===== src/rtl/normalize_shifter_pkg.sv =====
// -----------------------------------------------------------------------------
// normalize_pkg
//   Shared definitions for the normalize shifter: default operand and index
//   widths, the controller state encoding, and the shift-amount helper that
//   both the datapath and any model of it use.
//
//   Contents:
//     N_DEFAULT            default operand width (power of two, >= 4)
//     INDEX_WIDTH_DEFAULT  default width of index / shift-amount fields
//     state_e              IDLE -> SHIFT -> DONE -> IDLE
//     calc_shamt()         left-shift amount that moves the leading one to
//                          the top bit, or zero for a zero operand
// -----------------------------------------------------------------------------
package normalize_pkg;

  localparam int unsigned N_DEFAULT           = 32;
  localparam int unsigned INDEX_WIDTH_DEFAULT = $clog2(N_DEFAULT);

  typedef enum logic [1:0] {
    IDLE  = 2'd0,
    SHIFT = 2'd1,
    DONE  = 2'd2
  } state_e;

  // The index is at most n-1 because its field is exactly log2(n) bits wide,
  // so (n-1)-index can never wrap below zero. A zero operand is never shifted.
  function automatic int unsigned calc_shamt(input int unsigned index,
                                             input logic        ffo_valid,
                                             input int unsigned n);
    if (!ffo_valid) begin
      return 0;
    end
    return (n - 1) - index;
  endfunction

endpackage


===== src/rtl/normalize_shifter.sv =====
// -----------------------------------------------------------------------------
// normalize_shifter
//   Left-justifies an operand so its leading one lands in bit N-1, using the
//   leading-one index supplied by an upstream FindFirstOne. The shift is done
//   as an iterative log-step barrel: one binary stage per clock, most
//   significant stage first, always INDEX_WIDTH stages, so the latency is
//   fixed regardless of the operand.
//
//   Ports:
//     clk_i            single clock, all state updates on posedge
//     rst_i            asynchronous active-high reset
//     in_valid_i       upstream offers data / index / ffo_valid
//     in_ready_o       block can accept (IDLE only)
//     in_data_i        operand to normalize
//     in_index_i       leading-one position from FindFirstOne
//     in_ffo_valid_i   FindFirstOne valid; 0 means the operand is zero
//     out_valid_o      result presented and held stable (DONE only)
//     out_ready_i      downstream accepts the result
//     out_data_o       normalized operand
//     out_shamt_o      applied left-shift amount
//     out_zero_o       operand was zero
//     out_norm_ok_o    out_data_o[N-1] XOR out_zero_o; low flags an index that
//                      did not match the data
// -----------------------------------------------------------------------------
module normalize_shifter
  import normalize_pkg::*;
#(
  parameter int unsigned N           = N_DEFAULT,
  parameter int unsigned INDEX_WIDTH = $clog2(N)
) (
  input  logic                   clk_i,
  input  logic                   rst_i,
  input  logic                   in_valid_i,
  output logic                   in_ready_o,
  input  logic [N-1:0]           in_data_i,
  input  logic [INDEX_WIDTH-1:0] in_index_i,
  input  logic                   in_ffo_valid_i,
  output logic                   out_valid_o,
  input  logic                   out_ready_i,
  output logic [N-1:0]           out_data_o,
  output logic [INDEX_WIDTH-1:0] out_shamt_o,
  output logic                   out_zero_o,
  output logic                   out_norm_ok_o
);

  state_e                 state_q, state_d;
  logic [N-1:0]           data_q, data_d;
  logic [INDEX_WIDTH-1:0] shamt_q, shamt_d;
  logic [INDEX_WIDTH-1:0] stage_q, stage_d;
  logic                   zero_q, zero_d;

  logic                   accept;
  logic                   last_stage;
  logic                   stage_bit;
  logic [N-1:0]           data_stepped;

  // Handshake and stage decode shared by the controller and the datapath.
  // The stage bit is picked with a one-hot mask rather than a variable bit
  // select so the stage counter width never has to match log2(INDEX_WIDTH).
  always_comb begin
    accept       = (state_q == IDLE) && in_valid_i;
    last_stage   = (stage_q == '0);
    stage_bit    = |(shamt_q & (INDEX_WIDTH'(1) << stage_q));
    data_stepped = stage_bit ? (data_q << (32'd1 << stage_q)) : data_q;
  end

  // Controller state register. Reset drops any operation in flight straight
  // back to IDLE, so an abandoned result is never presented.
  always_ff @(posedge clk_i or posedge rst_i) begin
    if (rst_i) begin
      state_q <= IDLE;
    end else begin
      state_q <= state_d;
    end
  end

  // Controller next state. SHIFT always runs all INDEX_WIDTH stages; there is
  // deliberately no early exit so downstream can rely on a fixed latency.
  // Leaving DONE goes to IDLE rather than accepting directly, which keeps
  // operations from overlapping.
  always_comb begin
    state_d = state_q;
    unique case (state_q)
      IDLE:    if (in_valid_i)  state_d = SHIFT;
      SHIFT:   if (last_stage)  state_d = DONE;
      DONE:    if (out_ready_i) state_d = IDLE;
      default:                  state_d = IDLE;
    endcase
  end

  // Controller outputs: the two handshake flags are pure state decodes.
  always_comb begin
    in_ready_o  = (state_q == IDLE);
    out_valid_o = (state_q == DONE);
  end

  // Datapath next values. On accept the operand, the shift amount and the
  // zero flag are captured and the stage counter starts at the top stage.
  // Each SHIFT cycle applies one power-of-two step; bits pushed out of the
  // top are simply lost. Everything holds outside those two cases, which is
  // what keeps the result stable under backpressure and between operations.
  always_comb begin
    data_d  = data_q;
    shamt_d = shamt_q;
    stage_d = stage_q;
    zero_d  = zero_q;
    if (accept) begin
      data_d  = in_data_i;
      shamt_d = INDEX_WIDTH'(calc_shamt(32'(in_index_i), in_ffo_valid_i, N));
      zero_d  = ~in_ffo_valid_i;
      stage_d = INDEX_WIDTH'(INDEX_WIDTH - 1);
    end else if (state_q == SHIFT) begin
      data_d = data_stepped;
      if (!last_stage) begin
        stage_d = stage_q - INDEX_WIDTH'(1);
      end
    end
  end

  // Datapath registers, cleared by reset so no stale result survives it.
  always_ff @(posedge clk_i or posedge rst_i) begin
    if (rst_i) begin
      data_q  <= '0;
      shamt_q <= '0;
      stage_q <= '0;
      zero_q  <= 1'b0;
    end else begin
      data_q  <= data_d;
      shamt_q <= shamt_d;
      stage_q <= stage_d;
      zero_q  <= zero_d;
    end
  end

  // Result outputs come straight from the holding registers. norm_ok is
  // computed rather than trusted: a wrong index leaves the top bit clear.
  always_comb begin
    out_data_o    = data_q;
    out_shamt_o   = shamt_q;
    out_zero_o    = zero_q;
    out_norm_ok_o = data_q[N-1] ^ zero_q;
  end

endmodule


===== config.mk =====
export PLATFORM = sky130hd
export DESIGN_NAME = normalize_shifter
export DESIGN_NICKNAME = d
export VERILOG_FILES = /design/src/rtl/normalize_shifter_pkg.sv /design/src/rtl/normalize_shifter.sv
export SDC_FILE = /design/constraint.sdc
export NUM_CORES = 1
export LEC_CHECK = 0
export CAP_MARGIN = 10
export CELL_PAD_IN_SITES_DETAIL_PLACEMENT = 0
export CELL_PAD_IN_SITES_GLOBAL_PLACEMENT = 2
export CORE_ASPECT_RATIO = 0.5
export CORE_MARGIN = 2
export CORE_UTILIZATION = 30
export DETAILED_ROUTE_END_ITERATION = 16
export PLACE_DENSITY = 0.92
export RECOVER_POWER = 100
export SETUP_SLACK_MARGIN = 0.02
export SLEW_MARGIN = 0
export SYNTH_ARGS = -nofsm -noshare
export SYNTH_HDL_FRONTEND = slang
export SYNTH_SLANG_ARGS = --single-unit

===== constraint.sdc =====
create_clock -name clk_i -period 3.8 [get_ports clk_i]
set_clock_uncertainty 0.2 [all_clocks]
set_input_delay 0.76 -clock clk_i [delete_from_list [all_inputs] [get_ports clk_i]]
set_output_delay 0.76 -clock clk_i [all_outputs]
set_load 0.02 [all_outputs]

==> results.txt <==
Register share of total power -> 22.6%
Seq/Total Area, Yosys -> 28.98%
Logic pwr share -> 67.5%
Dpl cells -> 725
Worst endpoint data arrival time -> 3.44 ns
Outcome -> complete, but fails checks
Power Internal -> 2.355 mW
Initial antenna violation count -> 0
Global-route wire length before repair -> 26.05 mm
Nets@finish -> 609
Worst setup margin -> 0.3843 ns
Wire per inst -> 23.40 um
Critical Path Slowest Stage Cell -> or4b_1
Initial Util -> 30.69%
Met2 Track Usage GR -> 34.50%
Clk Latency, worst-skew pair -> 0.30 ns
Clock tree sinks -> 45
GRT busiest layer -> met1
Post-CTS sizing -> 0
Die height -> 84.48 um
Cells after Synth -> 489
Hold crit path type -> register to register
Syn Nets -> 536
Post-synthesis average cell area -> 7.947 sq um
Total CTS buffers -> 5
Worst EP required -> 3.82 ns
Util after Layout -> 40.30%
Fraction of layout cells with a size suffix above 1 -> 8.363%
EDFF count, synth -> 0
Top cells by area, synth -> dfrtp_1, nand2_1, mux2i_1
Finish-stage setup viols -> 0
VDD IR-drop max -> 0.3784 mV
Die Span X -> 165.0 um
Relative slew slack -> -22.70%
Root Buffer -> clkbuf_16
Number of global-route vias before repair -> 4295
Fin cells -> 732
Area delta synth->final -> 31.33%
Period minus WS final -> 3.416 ns
Grt met1 use -> 36.63%
Switch share -> 54.04%
Max-cap viol count -> 1
Final Power -> 5.123 mW
Commonest non-fill, non-tap cell in the layout -> nand2_1
Net Sw Power -> 2.768 mW
Placement Cell Area -> 4960 sq um
Clk pwr share -> 9.9%
Crit share post-route -> 89.89%
RSZ-0062 raised after global routing -> no
CTS clk-pin slew, worst paths -> 0.06 ns
Largest net degree at the start of global routing -> 46
Maximum buffer depth of the clock tree -> 2
CP Capture Type -> register
Hold_buf cts -> 0
Syn Std Cell Area -> 3886 sq um
Number of distinct library cells after synthesis -> 67
PD cells -> 1004 nW/um^2
DRC Markers -> 0
Placer congestion estimate -> 0.9966
Core area -> 12660 sq um
Rows -> 29
Grt total ovfl -> 0
CP max stage delay -> 0.53 ns
Crit path cell chain -> inv_1 > ha_1 > or4b_1 > clkbuf_2 > mux2i_1 > o22a_1 > mux2_2 > o311a_1 > a21oi_1
Fmax -> 292.8 MHz
#FFs+latches synth -> 45
Async S/R FF share, synth -> 100.0%
Most common flop cell mapped by yosys -> dfrtp_1
TritonCTS clock tree -> yes
Hold Fails Final Rpt -> 0
Most frequent cells in the layout -> nand2_1, dfrtp_1, dlygate4sd3_1
Post-route cell area -> 5104 sq um
Antenna cells -> 0
Crit path max fanout -> 11
Setup CP Type -> register to register
Leak Pwr -> 2.103 nW
Max Slew Vio Count -> 46
Vias per inst -> 6.247
Final WL -> 17.13 mm
Die area -> 13940 sq um
H-tree lvl count -> 2
Setup_tns -> 0 ns
CP Launch Type -> register
Setup bufs post-CTS -> 0
Routed vias -> 4573
IO Port Bufs -> 82
Failing checks -> capacitance limit, slew limit
Pre-Repair DR Iteration Count -> 5
Routed Antenna Nets -> 0
Post-synth top area cell -> dfrtp_1
Hold WS -> 0.3072 ns
YS warnings -> 0
Synth top area share -> 28.98%
M3 GR Usage -> 8.053%
Gr usage total -> 24.75%
DPL Wire Length -> 12.62 mm
Top Ports -> 83
First DRT Iteration DRCs -> 456
Pre-CTS setup slack -> 0.5536 ns
Slew @ Worst Pin -> 1.839 ns
-- power by group through the flow --
stage / registers [mW] / logic (mW) / clock network (mW)
6_report: 1.16 / 3.46 / 0.506
5_1_grt: 1.19 / 3.70 / 0.534
2_1_floorplan: 1.16 / 2.08 / 0
4_1_cts: 1.15 / 3.46 / 0.512
3_5_place_dp: 1.15 / 3.44 / 0
3_3_place_gp: 1.16 / 3.46 / 0
-- worst paths after layout --
kind	from	to	slack [ns]	depth (start not counted)
setup / recovery	stage_q[0]	out_data_o[26]	0.38	9
hold / removal	out_shamt_o[3]	out_shamt_o[3]	0.31	2
setup reg to reg	stage_q[0]	out_data_o[26]	0.38	9
hold reg to reg	out_shamt_o[3]	out_shamt_o[3]	0.31	2
max in group asynchronous	rst_i	out_data_o[29]	1.04	2
min in group asynchronous	rst_i	out_data_o[14]	1.29	2
-- Yosys cell counts (6+ instances only) --
master / instances
nand2_1: 67
dfrtp_1: 45
a31oi_1: 8
a21o_1: 6
inv_1: 6
a22oi_1: 18
o221ai_1: 6
mux2_2: 6
buf_2: 9
o211ai_1: 6
mux2i_1: 25
a221o_1: 8
nor2_1: 38
nand3b_1: 7
a32oi_1: 6
clkbuf_1: 27
nand3_1: 23
o21ai_0: 22
nand4_1: 13
o22ai_1: 10
nor3_1: 7
a21oi_1: 36
-- kinds of logic (layout without fill, tap and decap cells) --
family	count (synthesis)	count (layout)	share of synthesized area, %
AND/OR/NAND/NOR	185	185	23.44
AO/OA/AOI/OAI	170	170	30.97
buffers and inverters	47	120	5.119
flip-flops	45	45	28.98
multiplexers	32	32	8.757
adder cells (fa/ha/maj)	5	5	1.610
XOR/XNOR	5	5	1.127
-- sequential cells by signal (all words and copies together), names as in the netlist --
name and cells:
out_zero_o 1, out_shamt_o 5, stage_q 5, state_q 2
out_data_o 32
-- final cells by class --
class	instances	area (sq um)
Clock inverter	2	35.03
Sequential cell	45	1126
Clock buffer	5	125.1
Fill cell	1280	7560
Timing Repair Buffer	107	1002
Tap cell	170	212.7
Multi-Input combinational cell	397	2580
Inverter	6	22.52
-- worst max-delay path: cells and delay by family, from the launching register on --
family,cells,cell delay [ns]
buffers and inverters,2,0.44
muxes,2,0.51
adders and majority gates,1,0.40
DFF,1,0.46
AOI/OAI and AO/OA,3,0.79
and+or+nand+nor,1,0.53
-- metal layers --
metal,vias to the layer above,routed length (um)
li1,2030,-
met1,2204,7695
met2,304,7037
met3,35,2080
met4,0,314
met5,-,0
Power figures use the tool's default switching activity.
